**src/rtl/nco_sweep_ctrl.sv**
```systemverilog
// Divider sequencer for the sine NCO: fixed, sawtooth and triangle sweeps between two
// divider values, with every divider change aligned to an NCO wrap for phase continuity.
module nco_sweep_ctrl #(
  parameter int DIV_W     = 16,
  parameter int DWELL_W   = 16,
  parameter int RESET_DIV = 8
) (
  input  logic               clk,
  input  logic               rst,
  input  logic               cfg_start,
  input  logic               cfg_abort,
  input  logic [1:0]         cfg_mode,
  input  logic [DIV_W-1:0]   cfg_div_start,
  input  logic [DIV_W-1:0]   cfg_div_end,
  input  logic [DIV_W-1:0]   cfg_div_step,
  input  logic [DWELL_W-1:0] cfg_dwell,
  input  logic               nco_sync,
  output logic [DIV_W-1:0]   nco_div,
  output logic               busy,
  output logic               step_stb,
  output logic               done
);

  localparam logic [1:0] MODE_HOLD     = 2'd0;
  localparam logic [1:0] MODE_ONESHOT  = 2'd1;
  localparam logic [1:0] MODE_REPEAT   = 2'd2;
  localparam logic [1:0] MODE_TRIANGLE = 2'd3;
  localparam logic [DIV_W-1:0] RESET_DIV_V = DIV_W'(RESET_DIV);

  typedef enum logic [1:0] {S_IDLE, S_ARM, S_DWELL, S_LAST} state_t;

  state_t             state, state_nxt;
  logic [1:0]         mode_r;
  logic [DIV_W-1:0]   start_r, end_r, step_r;
  logic [DWELL_W-1:0] reload_r;
  logic [DWELL_W-1:0] dwell_cnt, dwell_cnt_nxt;
  logic [DIV_W-1:0]   div_nxt, tgt, tgt_rev, step_val, rev_val;
  logic               nco_sync_q, sync_evt;
  logic               to_end, to_end_nxt;
  logic               stb_nxt, done_nxt, accept;
  logic               hold, up_fwd, up;

  // Move cur by step toward bound; overshoot or wrap past either end of the range clamps to bound.
  function automatic logic [DIV_W-1:0] step_toward(input logic [DIV_W-1:0] cur,
                                                   input logic [DIV_W-1:0] step,
                                                   input logic [DIV_W-1:0] bound,
                                                   input logic             dir_up);
    logic [DIV_W:0] ext;
    if (dir_up) begin
      ext = {1'b0, cur} + {1'b0, step};
      step_toward = (ext >= {1'b0, bound}) ? bound : ext[DIV_W-1:0];
    end else begin
      ext = {1'b0, cur} - {1'b0, step};
      step_toward = (ext[DIV_W] || (ext <= {1'b0, bound})) ? bound : ext[DIV_W-1:0];
    end
  endfunction

  assign sync_evt = nco_sync & ~nco_sync_q;
  assign hold     = (mode_r == MODE_HOLD) || (step_r == '0) || (start_r == end_r);
  assign up_fwd   = end_r > start_r;
  assign up       = to_end ? up_fwd : ~up_fwd;
  assign tgt      = to_end ? end_r : start_r;
  assign tgt_rev  = to_end ? start_r : end_r;
  assign step_val = step_toward(nco_div, step_r, tgt, up);
  assign rev_val  = step_toward(nco_div, step_r, tgt_rev, ~up);

  always_ff @(posedge clk) begin
    if (rst) begin
      state      <= S_IDLE;
      nco_sync_q <= 1'b0;
      nco_div    <= RESET_DIV_V;
      step_stb   <= 1'b0;
      done       <= 1'b0;
      to_end     <= 1'b1;
    end else begin
      state      <= state_nxt;
      nco_sync_q <= nco_sync;
      nco_div    <= div_nxt;
      step_stb   <= stb_nxt;
      done       <= done_nxt;
      to_end     <= to_end_nxt;
    end
  end

  // Sweep configuration is captured only when a start is accepted.
  always_ff @(posedge clk) begin
    dwell_cnt <= dwell_cnt_nxt;
    if (accept) begin
      mode_r   <= cfg_mode;
      start_r  <= cfg_div_start;
      end_r    <= cfg_div_end;
      step_r   <= cfg_div_step;
      reload_r <= (cfg_dwell == '0) ? '0 : cfg_dwell - DWELL_W'(1);
    end
  end

  always_comb begin
    state_nxt     = state;
    div_nxt       = nco_div;
    dwell_cnt_nxt = dwell_cnt;
    to_end_nxt    = to_end;
    stb_nxt       = 1'b0;
    done_nxt      = 1'b0;
    accept        = 1'b0;
    if (cfg_abort) begin
      state_nxt = S_IDLE;
    end else begin
      case (state)
        S_IDLE: begin
          if (cfg_start) begin
            accept    = 1'b1;
            state_nxt = S_ARM;
          end
        end
        S_ARM: begin
          if (sync_evt) begin
            div_nxt       = start_r;
            stb_nxt       = 1'b1;
            dwell_cnt_nxt = reload_r;
            to_end_nxt    = 1'b1;
            state_nxt     = S_DWELL;
          end
        end
        S_DWELL: begin
          if (sync_evt && !hold) begin
            if (dwell_cnt != '0) begin
              dwell_cnt_nxt = dwell_cnt - DWELL_W'(1);
            end else begin
              div_nxt       = step_val;
              stb_nxt       = 1'b1;
              dwell_cnt_nxt = reload_r;
              if (step_val == tgt) state_nxt = S_LAST;
            end
          end
        end
        S_LAST: begin
          if (sync_evt) begin
            if (dwell_cnt != '0) begin
              dwell_cnt_nxt = dwell_cnt - DWELL_W'(1);
            end else begin
              case (mode_r)
                MODE_REPEAT: begin
                  div_nxt       = start_r;
                  stb_nxt       = 1'b1;
                  dwell_cnt_nxt = reload_r;
                  state_nxt     = S_DWELL;
                end
                // Leave the bound immediately so it is not visited twice in a row.
                MODE_TRIANGLE: begin
                  to_end_nxt    = ~to_end;
                  div_nxt       = rev_val;
                  stb_nxt       = 1'b1;
                  dwell_cnt_nxt = reload_r;
                  state_nxt     = (rev_val == tgt_rev) ? S_LAST : S_DWELL;
                end
                default: begin
                  done_nxt  = 1'b1;
                  state_nxt = S_IDLE;
                end
              endcase
            end
          end
        end
        default: state_nxt = S_IDLE;
      endcase
    end
  end

  always_comb begin
    busy = (state != S_IDLE);
  end

endmodule

```
**config.mk**
```make
export PLATFORM = sky130hd
export DESIGN_NAME = nco_sweep_ctrl
export DESIGN_NICKNAME = d
export VERILOG_FILES = /design/src/rtl/nco_sweep_ctrl.sv
export SDC_FILE = /design/constraint.sdc
export NUM_CORES = 1
export LEC_CHECK = 0
export BUFFER_PORTS_ARGS = -buffer_cell sky130_fd_sc_hd__buf_4
export CORE_ASPECT_RATIO = 1.25
export CORE_MARGIN = 4
export CORE_UTILIZATION = 40
export CTS_CLUSTER_SIZE = 28
export DETAILED_ROUTE_END_ITERATION = 6
export GPL_TIMING_DRIVEN = 0
export SLEW_MARGIN = 40
export SYNTH_ARGS = -nofsm -noshare
export SYNTH_HDL_FRONTEND = slang
export SYNTH_SLANG_ARGS = --single-unit
```
**constraint.sdc**
```tcl
create_clock -name clk -period 10.45 [get_ports clk]
set_input_delay 2.6125 -clock clk [delete_from_list [all_inputs] [get_ports clk]]
set_output_delay 2.6125 -clock clk [all_outputs]
set_load 0.1 [all_outputs]
```
Yosys cells after proc, flatten, opt, wreduce, memory -nomap -nowiden
Cells that the tools add are included.
{"block": "word_totals", "register_bits": 104, "inputBits": 71}
{"block": "classes", "addsub": 4, "n_lt_le_gt_ge": 5, "eq_ne": 18, "muxes": 49, "n_bitwise": 7, "reduce_logical": 21}
{"op": "$mux 16", "count": 19}
{"op": "$pmux 16 s3", "count": 2}
{"op": "$eq 16x16->1", "count": 3}
{"op": "$ge 17x16->1", "count": 2}
{"op": "$le 17x16->1", "count": 2}
{"op": "$logic_not 16->1", "count": 2}
{"op": "$pmux 16 s2", "count": 1}
{"op": "$sub 16x1->16 const B", "count": 2}
{"op": "$add 16x16->17", "count": 1}
{"op": "$sub 16x16->17", "count": 1}
{"op": "$gt 16x16->1", "count": 1}
{"op": "$mux 1", "count": 16}
{"op": "$ne 2x2->1 const B", "count": 8}
{"op": "$reduce_bool 16->1", "count": 1}
{"op": "$mux 2", "count": 7}
{"op": "$reduce_and 6->1", "count": 2}
{"op": "$eq 2x2->1 const B", "count": 4}
{"op": "$pmux 2 s4", "count": 1}
{"op": "$reduce_and 8->1", "count": 1}
{"op": "$reduce_and 7->1", "count": 1}
{"op": "$ne 3x3->1 const B", "count": 2}
{"op": "$not 1->1", "count": 6}
{"op": "$reduce_or 5->1", "count": 1}
{"op": "$logic_not 2->1", "count": 2}
{"op": "other kinds (11)", "count": 16}

Longest topological paths before layout
{"block": "logic_depth", "word_depth": 11, "ltp_mapped": 24, "depth_no_buf": 22}

Worst setup path before layout
OpenSTA, ideal clock, no wires.
{"block": "synth_path", "path_type": "input to register", "start": "input cfg_abort", "end": "register end_r[0], enable pin", "t_arrival_ps": 7623, "path_slack_ps": 2242, "cell_stages": 2, "path_cell_list": "buf_1 -> nor3b_1"}
{"block": "synth_via", "elab_chain_len": 1}
{"item": "start: declaration", "line": "11", "source": "input logic cfg_abort,"}
{"item": "$mux 1", "line": "105", "source": "if (cfg_abort) begin"}
{"item": "net accept", "line": "40", "source": "logic stb_nxt, done_nxt, accept;"}
{"item": "end signal: assignment", "line": "91", "source": "end_r <= cfg_div_end;"}
{"item": "end: declaration", "line": "34", "source": "logic [DIV_W-1:0] start_r, end_r, step_r;"}
The timed path passes the listed nets, and every way through them passes these cells.
A chain may end at the register's enable or synchronous reset.

Worst setup path after layout
{"block": "layout_path", "start": "register to_end", "end": "register state[0]"}
{"block": "layout_via", "elab_chain_len": 11, "elab_cells_between_ends": 24, "classes_between": "order compare: 4; eq/ne: 3; mux: 14; reduce/logical: 3"}
{"item": "start: declaration", "line": "39", "source": "logic to_end, to_end_nxt;"}
{"item": "start signal: assignment", "line": "81", "source": "to_end <= to_end_nxt;"}
{"item": "$mux 16", "line": "63", "source": "assign tgt_rev = to_end ? start_r : end_r;"}
{"item": "$le 17x16->1", "line": "54", "source": "step_toward = (ext[DIV_W] || (ext <= {1'b0, bound})) ? bound : ext[DIV_W-1:0];"}
{"item": "$logic_or 1x1->1", "line": "54"}
{"item": "$mux 16", "line": "54"}
{"item": "$mux 16", "line": "49", "source": "if (dir_up) begin"}
{"item": "$eq 16x16->1", "line": "154", "source": "state_nxt = (rev_val == tgt_rev) ? S_LAST : S_DWELL;"}
{"item": "$mux 1", "line": "154"}
{"item": "$pmux 2 s2", "line": "141", "source": "case (mode_r)"}
{"item": "$mux 2", "line": "138", "source": "if (dwell_cnt != '0) begin"}
{"item": "$mux 2", "line": "137", "source": "if (sync_evt) begin"}
{"item": "$pmux 2 s4", "line": "108", "source": "case (state)"}
{"item": "end signal: assignment", "line": "76", "source": "state <= state_nxt;"}
{"item": "end: declaration", "line": "32", "source": "state_t state, state_nxt;"}
Several ways; a longest one is shown, not always the timed one. The select of a mux whose other input is x is not followed.

==> impl_results.md <==
- Peak supply drop: about 0.074 mV
- Post-Route Setup TNS: 0 ns
- Crit path to: state[0]
- Final instance area: 0.0107 mm2
- Clk_skew: slightly above 0.02 ns
- Fraction of layout cells with a size suffix above 1: 0.129
- Die Wd: 144 um
- Cells after Synth: between 1000 and 1500
- Diode count: 0
- CP startpoint: to_end
- Synthesized area: approximately 0.0093 mm2
- PD cells: between 100 and 150 mW/mm2
- Crit path max fanout: 10
- Hold_buf cts: 0
- Most common cell on crit path: buf_1
- # fillers: 2215
- Post-Place Setup Slack: 3.05 ns
- Vias: 8660
- Post-CTS Setup Inserts: 0
- Post-Syn Nets: 1227
- Synth async-reset ratio: 0
- Global-route wire length before repair: 46600 um
- Layout net count: 1334
- Vias in the first global route: ~8300
- Mux share of post-synthesis cell area: 0.0364
- # placed instances: 1423
- Largest family of logic cells by synthesized area: compound AO/OA/AOI/OAI gates
- Ports: 90
- Pwr Total: 1.17 mW
- Wire length per cell: 21.0 um
- Mapped Avg Cell Area: roughly 9 um2
- Initial Util: 0.406
- TritonCTS Buffers: 9
- Worst setup SP type: flip-flop
- Buffers on Ports: 88
- Worst-Skew Late Latency: 0.37 ns
- Final Critical Period: 7.60 ns
- Initial antenna violation count: 0
- Wirelength, routed: 30200 um
- TritonCTS Sinks: 104
- Leakage: 4.45 nW
- Complex-gate fraction of the synthesized area: 0.216
- Chip height: 178 um
- Family with the most delay on the worst path: buffers and inverters
- # H-tree levels: 3
- Slew Limit Fails: 0
- PnR worst setup slack: 2.85 ns
- Detail Route Antenna Nets: 0
- RSZ-0062 raised after global routing: no
- GRT Util Overall: 0.235
- Status: completed
- Clk root buf: clkbuf_16
- TritonCTS clock tree: built
- Row count: 62
- Main synth FF type: edfxtp_1
- DRC viols: 0
- Synth Area in Simple Gates: 0.173
- Clock tree buffer depth: 2
- Worst reg-to-reg path cell count: 17
- Synth warn: 0
- Crit path DAT: 7.92 ns
- Placer Congestion: 0.996
- Top-area cell type share of the netlist area: 0.265
- Post-Route Utilization: 0.469
- Slowest-stage cell, CP: or4_1
- Final Instance Count excl. Fillers: 1439
- Crit path kind: flip-flop to flip-flop
- Max-Cap Viols: 0
- WP buf/inv: 5
- DR iter-0 viols: between 600 and 700
- GRT overflow: 0
- Clock transition at path regs: approximately 0.090 ns
- Seq cells post-synth: 104
- Vias/cell: approximately 6.0
- Post-synthesis sequential area ratio: 0.313
- Initial DRT Pass Iterations: 5
- EDFF count, synth: 82
- Post-DP Area: ~0.010 mm2
- Most frequent cells in the layout: ha_1, buf_4, nor2_1
- Worst EP required: 10.77 ns
- CP Capture Type: flip-flop
- Commonest non-fill, non-tap cell in the layout: ha_1
- Worst R2R End: state[0]
- Hold Path Class: flip-flop to flip-flop
- Stages on the worst setup path: 17
- Critical Path Max Stage Delay: between 0.6 and 0.7 ns
- Max_slew headroom: 0.416
- PostCTS Resize Cnt: 0
- Cell Chain, Critical Path: buf_1, clkbuf_1, buf_1, buf_1, mux2i_1, ha_1, nand4_1, or4_1, o21ai_0, or3_1, clkbuf_1, mux2i_2, a2111o_1, or4b_1, or4_1, a2111oi_2, o32a_2
- Critical R2R Launch: to_end
- Number of distinct library cells after synthesis: 72
- Largest cells by area after synthesis: edfxtp_1, ha_1, dfxtp_1
- Synth Area in XOR/XNOR: 0.0593
- Placeable Area: ~0.023 mm2
- Synth-to-Final Area Change: 15.5%
- Adder-cell share of the synthesized area: 0.159
- Die area: 0.0257 mm2
- Setup violators final: 0
- Flop2flop setup slack: 2.85 ns
- Final Hold Vio Count: 0
- Largest net degree at the start of global routing: 23
- Hold_ws: 0.528 ns
- Fmax: about 130 MHz
- Slew @ Worst Pin: 0.852 ns
- Placed wire-length estimate: 24600 um
- Largest area contributor in the netlist: edfxtp_1
- Post-route clock period utilization: 0.727
-- worst min-delay path, stage by stage, from the launching register on --
cell and delay, ns:
edfxtp_1 0.32, nand2_1 0.04, o21ai_0 0.06
-- area by class of cell --
class	instances	area, um2	area share
tap	288	360	0.0336
clock buffer	9	225	0.0210
timing repair buffer	96	711	0.0663
inverter	65	244	0.0228
sequential	104	2900	0.271
clock inverter	7	86.3	0.00805
multi-input combinational	829	6030	0.563
buffer	41	160	0.0149
-- state kept, by name (all words and copies together), names as in the netlist --
register    cells
mode_r          2
nco_sync_q      1
done            1
nco_div        16
state           2
dwell_cnt      16
to_end          1
reload_r       16
step_r         16
end_r          16
step_stb        1
start_r        16
-- worst min path at each step --
stage / start / to / slack [ns] / cells past startpoint
6_report: reload_r[9] / dwell_cnt[9] / 0.53 / 2
5_1_grt: reload_r[14] / dwell_cnt[14] / 0.55 / 2
4_1_cts: reload_r[9] / dwell_cnt[9] / 0.53 / 2
3_5_place_dp: reload_r[9] / dwell_cnt[9] / 0.51 / 2
3_3_place_gp: reload_r[8] / dwell_cnt[8] / 0.51 / 2
2_1_floorplan: reload_r[0] / dwell_cnt[0] / 0.50 / 2
-- kinds of logic after synthesis --
family	after synthesis
DFF	104
muxes	33
buffers and inverters	106
xor gates and xnor gates	62
adders and majority gates	117
AOI/OAI and AO/OA	292
and+or+nand+nor	325
-- synth_stat cells, types with 20 or more instances --
library cell / number
ha_1: 115
nor2_1: 90
edfxtp_1: 82
nand2_1: 71
a21oi_1: 70
inv_1: 65
o21ai_0: 51
xnor2_1: 44
nor3_1: 42
clkbuf_1: 32
mux2i_1: 27
dfxtp_1: 22
a211oi_1: 20
-- power by group --
part           internal, mW  switching (mW)  total (mW)
Combinational         0.123           0.210       0.333
Clock                 0.173           0.185       0.358
Sequential            0.465          0.0147       0.479
-- metal layers --
metal | wire length (um) | vias up | GRT usage
met2 | 14200 | 354 | 0.392
met1 | 12700 | 4057 | 0.306
met5 | 0 | - | 0
met3 | 1780 | 85 | 0.0228
li1 | - | 4164 | -
met4 | 1520 | 0 | 0.111
Note: power is estimated with default switching activity, not from simulation.
